===== src/rtl/multi_cycle_ctrl.sv =====
// multi_cycle_ctrl: multi-cycle FSM sequencing fetch/decode/exec/mem/wb for the RISC datapath
module multi_cycle_ctrl #(
  parameter logic [3:0] HALT_OP       = 4'b1111,
  parameter int         FETCH_TIMEOUT = 16
) (
  input  logic        clk,
  input  logic        proc_rst,
  input  logic [15:0] instr_in,
  input  logic        imem_ready,
  input  logic        Carry,
  input  logic        Zero,
  output logic        imem_req,
  output logic [15:0] instruction,
  output logic        reg_write,
  output logic        mem_read,
  output logic        mem_write,
  output logic        alu_src,
  output logic        pc_write,
  output logic        pc_src,
  output logic [2:0]  alu_op,
  output logic        halted,
  output logic        illegal,
  output logic        fetch_err,
  output logic [2:0]  state_out
);
  localparam int CW = $clog2(FETCH_TIMEOUT + 1);
  typedef enum logic [2:0] {
    S_FETCH  = 3'd0,
    S_DECODE = 3'd1,
    S_EXEC   = 3'd2,
    S_MEM    = 3'd3,
    S_WB     = 3'd4,
    S_HALT   = 3'd5
  } state_t;
  state_t          r_state, w_next;
  logic [15:0]     r_ir;
  logic [CW-1:0]   r_cnt;
  logic            r_cflag, r_zflag, r_illegal, r_fetch_err;
  logic [3:0]      w_op;
  logic            w_add, w_adi, w_nand, w_lw, w_sw, w_beq, w_halt;
  logic            w_legal, w_cond_ok, w_timeout, w_fetch_hit, w_br_taken, w_alu_phase;
  assign w_op        = r_ir[15:12];
  assign w_add       = w_op == 4'b0000;
  assign w_adi       = w_op == 4'b0001;
  assign w_nand      = w_op == 4'b0010;
  assign w_sw        = w_op == 4'b1001;
  assign w_lw        = w_op == 4'b1010;
  assign w_beq       = w_op == 4'b1100;
  assign w_halt      = w_op == HALT_OP;
  assign w_legal     = w_add | w_adi | w_nand | w_sw | w_lw | w_beq | w_halt;
  // R-type condition field: always / zero set / carry set / never
  assign w_cond_ok   = r_ir[1] ? (r_ir[0] ? 1'b0 : r_cflag) : (r_ir[0] ? r_zflag : 1'b1);
  assign w_timeout   = r_cnt == CW'(FETCH_TIMEOUT - 1);
  assign w_fetch_hit = r_state == S_FETCH && imem_ready;
  assign w_br_taken  = r_state == S_EXEC && w_beq && Zero;
  assign w_alu_phase = r_state == S_EXEC || r_state == S_MEM || r_state == S_WB;
  // state register
  always_ff @(posedge clk or negedge proc_rst)
    if (!proc_rst) r_state <= S_FETCH;
    else           r_state <= w_next;
  // next-state selection
  always_comb begin
    w_next = r_state;
    case (r_state)
      S_FETCH:  w_next = imem_ready ? S_DECODE : (w_timeout ? S_HALT : S_FETCH);
      S_DECODE: w_next = w_halt ? S_HALT
                       : (!w_legal || ((w_add || w_nand) && !w_cond_ok)) ? S_FETCH : S_EXEC;
      S_EXEC:   w_next = (w_lw || w_sw) ? S_MEM : (w_beq ? S_FETCH : S_WB);
      S_MEM:    w_next = w_lw ? S_WB : S_FETCH;
      S_WB:     w_next = S_FETCH;
      default:  w_next = S_HALT;
    endcase
  end
  // IR, architectural flags, sticky error flags and fetch-wait counter
  always_ff @(posedge clk or negedge proc_rst)
    if (!proc_rst) begin
      r_ir        <= '0;
      r_cnt       <= '0;
      r_cflag     <= 1'b0;
      r_zflag     <= 1'b0;
      r_illegal   <= 1'b0;
      r_fetch_err <= 1'b0;
    end else begin
      if (w_fetch_hit) r_ir <= instr_in;
      r_cnt <= (r_state == S_FETCH && !imem_ready && !w_timeout) ? r_cnt + CW'(1) : '0;
      if (r_state == S_FETCH && !imem_ready && w_timeout) r_fetch_err <= 1'b1;
      if (r_state == S_DECODE && !w_legal) r_illegal <= 1'b1;
      if (r_state == S_EXEC && (w_add || w_adi)) r_cflag <= Carry;
      if (r_state == S_EXEC && (w_add || w_adi || w_nand)) r_zflag <= Zero;
    end
  // datapath strobes, forced low while reset is held
  always_comb begin
    imem_req  = proc_rst && r_state == S_FETCH;
    pc_write  = proc_rst && (w_fetch_hit || w_br_taken);
    pc_src    = proc_rst && w_br_taken;
    alu_src   = proc_rst && w_alu_phase && (w_adi || w_lw || w_sw);
    alu_op    = (proc_rst && w_alu_phase) ? (w_nand ? 3'b010 : (w_beq ? 3'b001 : 3'b000)) : 3'b000;
    mem_read  = proc_rst && r_state == S_MEM && w_lw;
    mem_write = proc_rst && r_state == S_MEM && w_sw;
    reg_write = proc_rst && r_state == S_WB;
    halted    = r_state == S_HALT;
  end
  assign instruction = r_ir;
  assign illegal     = r_illegal;
  assign fetch_err   = r_fetch_err;
  assign state_out   = r_state;
endmodule


===== config.mk =====
export PLATFORM = sky130hd
export DESIGN_NAME = multi_cycle_ctrl
export DESIGN_NICKNAME = d
export VERILOG_FILES = /design/src/rtl/multi_cycle_ctrl.sv
export SDC_FILE = /design/constraint.sdc
export NUM_CORES = 1
export LEC_CHECK = 0
export ABC_AREA = 0
export BUFFER_PORTS_ARGS = -buffer_cell sky130_fd_sc_hd__buf_4
export CORE_ASPECT_RATIO = 2
export CORE_MARGIN = 3
export CORE_UTILIZATION = 53
export DETAILED_ROUTE_END_ITERATION = 12
export GPL_ROUTABILITY_DRIVEN = 1
export PLACE_DENSITY = 0.84
export SLEW_MARGIN = 15
export SYNTH_ARGS = -nofsm -noshare
export SYNTH_HDL_FRONTEND = slang
export SYNTH_SLANG_ARGS = --single-unit
export TNS_END_PERCENT = 5

===== constraint.sdc =====
create_clock -name clk -period 4.25 [get_ports clk]
set_input_delay 0.85 -clock clk [delete_from_list [all_inputs] [get_ports clk]]
set_output_delay 0.85 -clock clk [all_outputs]
set_load 0.02 [all_outputs]

==> impl_metrics.ini, run 1 <==
[clock_tree]
cts_buffer_depth = 2
clock-sinks = 28
cts_max_level = 1
cts_hold_buf = 0
cts_tree = built
post_cts_buffers = 0
cts_resized = 0
clockRootBuffer = clkbuf_8
cts_inserted_buffers = 3
clkTransAtPathRegs_ns = 0.09
clk_latency_ns = 0.27

[min_path]
min_to = fetch_err$_DFFE_PN0P_
hold_path_depth = 1
hp-start = fetch_err$_DFFE_PN0P_
hold_class = reg2reg

[yosys]
synthAdderAreaFrac_pct = 1.68
synth_area_leader_cell = dfrtp_1
synthCells = 137
synth.most_common_cell = dfrtp_1
syn-cell-area_mm2 = 0.00149
yosys-top-cells-area = dfrtp_1 (47%), mux2_2 (7.5%), mux2_4 (7.0%)
synth_top_flop_cell = dfrtp_1
synth_top_area_share_pct = 46.9
synth_edf_count = 0
yosysWarningCount = 0
synth_top_family_by_area = simple AND/OR/NAND/NOR gates
synth_compound_area_share_pct = 9.56
synth_simple_gate_area_share_pct = 17.8
synth_common_cells = dfrtp_1 (28), nor2_1 (18), mux2_2 (10), mux2_4 (7), nand2_1 (6)
async_reset_ff_share_pct = 100
synth_xor_area_share_pct = 1.76
synth_nets = 160
ys_seq_elements = 28
synth_area_per_cell_um2 = 10.9
synth_mux_area_share_pct = 15.3
ys_seq_area_share_pct = 46.9
netlist-cell-type-count = 43

[grt]
grt_use_total_pct = 21.1
grt_start_max_net_pins = 34
grt_pass1_wl_um = 5780
overflow = 0
antenna_found_initial = 0
grt_pass1_vias = 1318

[timing]
fin_crit_sh_pct = 62.2
max_freq_mhz = 378
timing.setup.tns_ns = 0
rsz0062_at_grt = false
tightest_slew_ns = 0.523
maxSlewViolCount = 0
skew_ns = 0.00398
finalSetupViolations = 0
slew_headroom_pct = 65.1
timing.final.hold_violations = 0
finalCriticalPeriod_ns = 2.65

[power]
p_per_area_mw_per_mm2 = 731
leakagePower_uw = 0.000934
ir_drop_mv = 0.419

[route]
drt-wirelength-per-cell_um = 16.0
drt.antenna.violating_nets = 0
wl_um = 3380
met3_wirelength_um = 179
top_layer = met4
dr.first_iter.drc_count = 22
dr_wl_met2_um = 1970
wl_met1_um = 1160
avgViaCountPerCell = 5.77
drc = 0
dr.pass1.iters = 6
vias = 1218

[final_layout]
drive_gt1_share_pct = 43.2
n_antenna_cell = 0
area_delta_synth_final_pct = 27.5
final_area_mm2 = 0.00190
layout.nets = 207

[critical_path]
crit_path_end_kind = primary output
cp.arrival_ns = 1.80
cp_slowest_cell = buf_4
crit_start = proc_rst
required_ns = 3.40
r2r_end = state_out[2]$_DFF_PN0_
worstSetupStartpointType = input pin
regToRegStartpoint = r_cnt[0]$_DFF_PN0_
critPathMostFrequentCell = buf_4
path_max_fanout = 33
path_cells = buf_4 > o21ai_0 > nor4_1 > buf_4
path_class = in2out
reg2reg_depth = 6
cpPeakStageDelay_ns = 0.34
ff2ff_setup_slack_ns = 2.47

[placed_design]
dp_hpwl_um = 2620
io_buffers = 51
dpl_cell_area_mm2 = 0.00183
gp_congestion = 0.773

[floorplan]
die_h_um = 81.1
start_util_pct = 56.6
die_area_mm2 = 0.00353
coreArea_mm2 = 0.00264
num_rows = 26
io_pins = 53
die-width_um = 43.5

[run]
maxCapViolations = 0

[run_status]
status = finished, final reports clean
[report_power, final]
part           switching [uW]  total (uW)  internal (uW)
clock                    81.2         207            126
combinational             342         673            331
sequential                143         511            369
total                     566        1390            826
[final cells by class]
cell class	count	area [um^2]
Fill cell	201	732
Timing Repair Buffer	51	383
Clock buffer	3	41.3
Sequential cell	28	701
Multi-Input combinational cell	94	691
Clock inverter	1	30.0
Inverter	6	22.5
Tap cell	28	35.0
[how the worst max path moves through the flow]
stage | end | cells past startpoint | slack (ns)
final | alu_op[1] | 4 | 1.60
after CTS | alu_op[1] | 4 | 1.57
after global placement | alu_op[1] | 4 | 1.63
after global routing | alu_op[1] | 4 | 1.45
after floorplan | alu_op[1] | 5 | 1.73
after detailed placement | alu_op[1] | 4 | 1.57
[flip-flops by register name (all words and copies together) (netlist names)]
register     flops
fetch_err        1
illegal          1
instruction     16
r_cflag          1
r_cnt            5
r_zflag          1
state_out        3
[cell usage in the layout, fill, tap and decap left out, types with 3 or more instances in the layout]
master / n
mux2_2: 10
mux2_4: 7
inv_1: 5
clkbuf_8: 3
nand3_1: 3
nand2b_1: 5
nand2_1: 6
buf_4: 51
nor3_1: 4
dfrtp_1: 28
o21ai_0: 5
a21oi_1: 3
nor2_1: 18
[stage by stage]
| stage | utilization, % | power, uW | std cells | worst slack [ns] | hold WS, ns |
|---|---|---|---|---|---|
| finish | 72.2 | 1390 | 211 | 1.60 | 0.479 |
| global route | 72.2 | 1480 | 211 | 1.45 | 0.500 |
| CTS | 72.2 | 1400 | 211 | 1.57 | 0.485 |
| detailed placement | 69.5 | 1190 | 207 | 1.57 | 0.463 |
| global placement | 69.5 | 1160 | 207 | 1.63 | 0.451 |
| floorplan | - | 972 | 137 | 1.73 | 0.433 |
[cell families after synthesis]
family	Yosys count
muxes	18
and+or+nand+nor	49
adders and majority gates	2
xor gates and xnor gates	3
DFF	28
other	1
AOI/OAI and AO/OA	21
buffers and inverters	15
[critical path, delay by kind of cell]
family / cells / cell delay [ns]
AO/OA/AOI/OAI: 1 / 0.20
buffers and inverters: 2 / 0.53
AND/OR/NAND/NOR: 1 / 0.21
[metal layers]
metal / vias up / track usage (%)
met5: - / 0
met2: 46 / 39.5
met4: 0 / 9.06
met3: 10 / 3.55
li1: 570 / -
met1: 592 / 22.4
(Power assumes the default switching activity.)
==> run 2, diff against run 1 <==
Settings changed: CORE_UTILIZATION 53 to 49, PLACE_DENSITY 0.84 to 0.79.
Clock period 4.25 ns to 2.8 ns, I/O delays scaled along.
==> run 2 against run 1 <==
Effect of this change: via count down 1.5%; sequential power up 47%; critical path depth unchanged; combinational power grew 56%; clock skew is essentially flat; non-clock buffer count is 1 higher; worst setup slack worse by 1.1 ns; clock-buffer cell count stayed put; total power is 53% higher; global-route usage fell by 1.9 points; critical path type is now reg2out; largest cell class unchanged; largest power group unchanged.
==> impl_metrics.ini, run 2 (synthesized netlist as in run 1, its figures left out) <==
[final_layout]
final_common_cell = buf_4
final_cell_mix = buf_4 (52), dfrtp_1 (28), nor2_1 (18)
area_delta_synth_final_pct = 28.1
layout.nets = 208
multi_input_area_um2 = 691
drive_gt1_share_pct = 43.5
n_antenna_cell = 0
fill_cells = 228
seq_area_um2 = 701
largest_reg_flops = 16
fin_cells = 213

[grt]
grt_pass1_vias = 1281
overflow = 0
grt_start_max_net_pins = 34
antenna_found_initial = 0
grt_use_total_pct = 19.2
grt_pass1_wl_um = 5600

[clock_tree]
cts_inserted_buffers = 3
cts_buffer_depth = 2
clk_latency_ns = 0.28
cts_max_level = 1
clkTransAtPathRegs_ns = 0.09
cts_resized = 0
clock-sinks = 28
clockRootBuffer = clkbuf_8
cts_hold_buf = 0
cts_tree = built
post_cts_buffers = 0

[critical_path]
cpPeakStageDelay_ns = 0.56
cp_slowest_cell = dfrtp_1
path_class = reg2out
worstSetupStartpointType = flip-flop
required_ns = 2.24
r2r_end = state_out[2]$_DFF_PN0_
crit_path_end_kind = primary output
cp.arrival_ns = 1.74
path_max_fanout = 18
regToRegStartpoint = r_cnt[0]$_DFF_PN0_
critPathBufInv = 1
critical-path-top-delay-family = simple AND/OR/NAND/NOR gates
reg2reg_depth = 6
path_cells = nor3_4 > and2_4 > o21a_1 > buf_4
ff2ff_setup_slack_ns = 1.03

[route]
avgViaCountPerCell = 5.63
drt.antenna.violating_nets = 0
dr.first_iter.drc_count = 23
drt-wirelength-per-cell_um = 15.6
dr.pass1.iters = 4
wl_um = 3330
vias = 1200
drc = 0

[timing]
finalSetupViolations = 0
maxSlewViolCount = 0
timing.setup.tns_ns = 0
hold_ws_ns = 0.195
max_freq_mhz = 434
finalWorstSetupSlack_ns = 0.496
skew_ns = 0.00348
timing.final.hold_violations = 0
fin_crit_sh_pct = 82.3
finalCriticalPeriod_ns = 2.30
rsz0062_at_grt = false

[floorplan]
die_h_um = 84.1
die_area_mm2 = 0.00378
num_rows = 27
start_util_pct = 52.6
coreArea_mm2 = 0.00284
die-width_um = 45.0
io_pins = 53

[run_status]
status = finished, final reports clean

[run]
maxCapViolations = 0

[power]
p_per_area_mw_per_mm2 = 1110
leakagePower_uw = 0.000939
ir_drop_mv = 0.626
p_total_uw = 2120

[placed_design]
place_inst = 209
gp_congestion = 0.751
dp_hpwl_um = 2560
io_buffers = 51
dpl_worst_slack_ns = 0.727

[min_path]
hold_class = in2async
## run 2: worst max-delay path by stage
stage | from | end | slack, ns | depth (start not counted)
final | state_out[0]$_DFF_PN0_ | pc_write | 0.50 | 4
after global routing | state_out[0]$_DFF_PN0_ | pc_write | 0.38 | 4
after CTS | state_out[0]$_DFF_PN0_ | pc_write | 0.48 | 4
after detailed placement | proc_rst | alu_src | 0.73 | 4
after global placement | proc_rst | alu_op[1] | 0.75 | 4
after floorplan | state_out[1]$_DFF_PN0_ | alu_op[1] | 0.57 | 5
## run 2: layout make-up
cell class / count / share of cell area, %
multi-input combinational: 94 / 36.1
sequential: 28 / 36.6
clock inverter: 1 / 1.57
clock buffer: 3 / 2.16
inverter: 6 / 1.18
timing repair buffer: 52 / 20.4
tap: 29 / 1.90
## run 2: where the power goes
part / switching, uW / internal, uW
Clock: 125 / 192
Combinational: 541 / 513
Sequential: 193 / 560
Total: 858 / 1270
## run 2: per-stage QoR
step / util [%] / instance area [um^2]
after CTS: 67.4 / 1910
after floorplan: - / 1490
after global placement: 64.9 / 1840
after global routing: 67.4 / 1910
final: 67.4 / 1910
after detailed placement: 64.9 / 1840
## run 2: metal layers
metal	share of wire (%)	up-vias	GRT usage [%]
met3	6.8	5	4.54
met1	35	576	21.2
li1	-	569	-
met2	58	50	33.9
met5	0	-	0
met4	1.1	0	6.40
==> run 3, diff against run 2 <==
Settings changed: CORE_UTILIZATION 49 to 44, PLACE_DENSITY 0.79 to 0.75.
Clock period 2.8 ns to 2 ns, I/O delays scaled along.
==> run 3 against run 2 <==
Effect of this change: the run now ends with setup timing left; highest routed layer unchanged; core utilization shrank 5.5 points; critical path type unchanged; clock-buffer cell count is the same; die area grew 10%; largest cell class unchanged.
==> impl_metrics.ini, run 3 (synthesized netlist as in run 1, its figures left out) <==
[floorplan]
die-width_um = 47.2
start_util_pct = 46.2
num_rows = 29
coreArea_mm2 = 0.00323
die_area_mm2 = 0.00417
die_h_um = 88.4
io_pins = 53

[critical_path]
worstSetupStartpointType = flip-flop
path_max_fanout = 11
regToRegStartpoint = r_cnt[0]$_DFF_PN0_
crit_path_end_kind = primary output
cp.arrival_ns = 1.60
ff2ff_setup_slack_ns = 0.24
crit_start = state_out[2]$_DFF_PN0_
endpoint = pc_write
required_ns = 1.60
path_class = reg2out
r2r_end = state_out[2]$_DFF_PN0_
reg2reg_depth = 6

[clock_tree]
cts_inserted_buffers = 3
clk_latency_ns = 0.28
cts_buffer_depth = 2
clock-sinks = 28
clkTransAtPathRegs_ns = 0.09
clockRootBuffer = clkbuf_8
cts_tree = built
cts_max_level = 1

[final_layout]
fin_util_pct = 61.9
drive_gt1_share_pct = 48.7
fill_cells = 269
final_common_cell = buf_4
n_antenna_cell = 0
largest_reg_flops = 16
seq_area_um2 = 706
multi_input_area_um2 = 699
final_cell_mix = buf_4 (60), dfrtp_1 (24), nor2_1 (18)
fin_cells = 224
layout.nets = 217
area_delta_synth_final_pct = 33.9

[run_status]
status = finished with violations
violations = setup timing

[placed_design]
dpl_worst_slack_ns = 0.212
io_buffers = 51
gp_congestion = 0.831
place_inst = 216
dp_hpwl_um = 2760

[grt]
grt_pass1_wl_um = 5940
grt_use_total_pct = 19.4
overflow = 0
grt_pass1_vias = 1311
grt_start_max_net_pins = 24
antenna_found_initial = 0

[route]
drc = 0
dr.pass1.iters = 4
avgViaCountPerCell = 5.57
drt-wirelength-per-cell_um = 16.1
drt.antenna.violating_nets = 0
wl_um = 3600
vias = 1247
dr.first_iter.drc_count = 20

[timing]
fin_crit_sh_pct = 100
timing.final.hold_violations = 0
finalWorstSetupSlack_ns = -0.00184
finalSetupViolations = 1
rsz0062_at_grt = true
maxSlewViolCount = 0
skew_ns = 0.00156
hold_ws_ns = 0.148
finalCriticalPeriod_ns = 2.00
max_freq_mhz = 500

[power]
p_per_area_mw_per_mm2 = 1550
leakagePower_uw = 0.000979
ir_drop_mv = 0.890

[min_path]
hold_class = in2async

[run]
maxCapViolations = 0
run 3: metrics by stage:
step	total power, uW	instance area [um^2]	TNS (ns)
2_1_floorplan	2070	1500	0
3_3_place_gp	2550	1890	0
3_5_place_dp	2600	1890	0
4_1_cts	3110	2000	-0.00420
5_1_grt	3300	2000	-0.289
6_report	3100	2000	-0.00184
run 3: how the worst min path moves through the flow:
stage	from	end	slack, ns	depth (start not counted)
floorplan	proc_rst	fetch_err$_DFFE_PN0P_	0.10	0
global placement	proc_rst	instruction[15]$_DFFE_PN0P_	0.23	1
detailed placement	proc_rst	instruction[11]$_DFFE_PN0P_	0.23	1
CTS	proc_rst	r_cnt[0]$_DFF_PN0_	0.15	2
global route	proc_rst	r_cnt[0]$_DFF_PN0_	0.16	2
finish	proc_rst	illegal$_DFFE_PN0P_	0.15	2
run 3: power breakdown:
part	internal, uW	leakage [uW]	switching, uW
registers	792	0.000341	260
logic	796	0.000603	807
clock network	268	0.0000357	176
total	1860	0.000979	1240
run 3: metal layers:
layer,track usage (%),routed length (um),vias to the layer above
li1,-,-,585
met1,22.0,1230,600
met2,34.0,2070,47
met3,2.85,172,15
met4,8.56,121,0
met5,0,0,-
run 3: worst max-delay path: stages, from the launching register on:
cell and delay (ns):
dfrtp_2 0.49, nor3_4 0.26, and2_4 0.28, o21a_1 0.15, buf_4 0.13
run 3: cell type report:
cell class / instances / share of cell area [%]
sequential: 28 / 35.3
tap: 31 / 1.94
clock buffer: 3 / 2.07
clock inverter: 1 / 1.50
inverter: 6 / 1.13
timing repair buffer: 61 / 23.0
multi-input combinational: 94 / 35.0
run 3: what timing repair did:
item                                    CTS  global route
endpoints found under the setup margin    3             6
pin swaps                                 2             0
resized for setup                         3             2
hold endpoints to repair                  5             0
buffers inserted                          3             0
hold buffers                              1             0
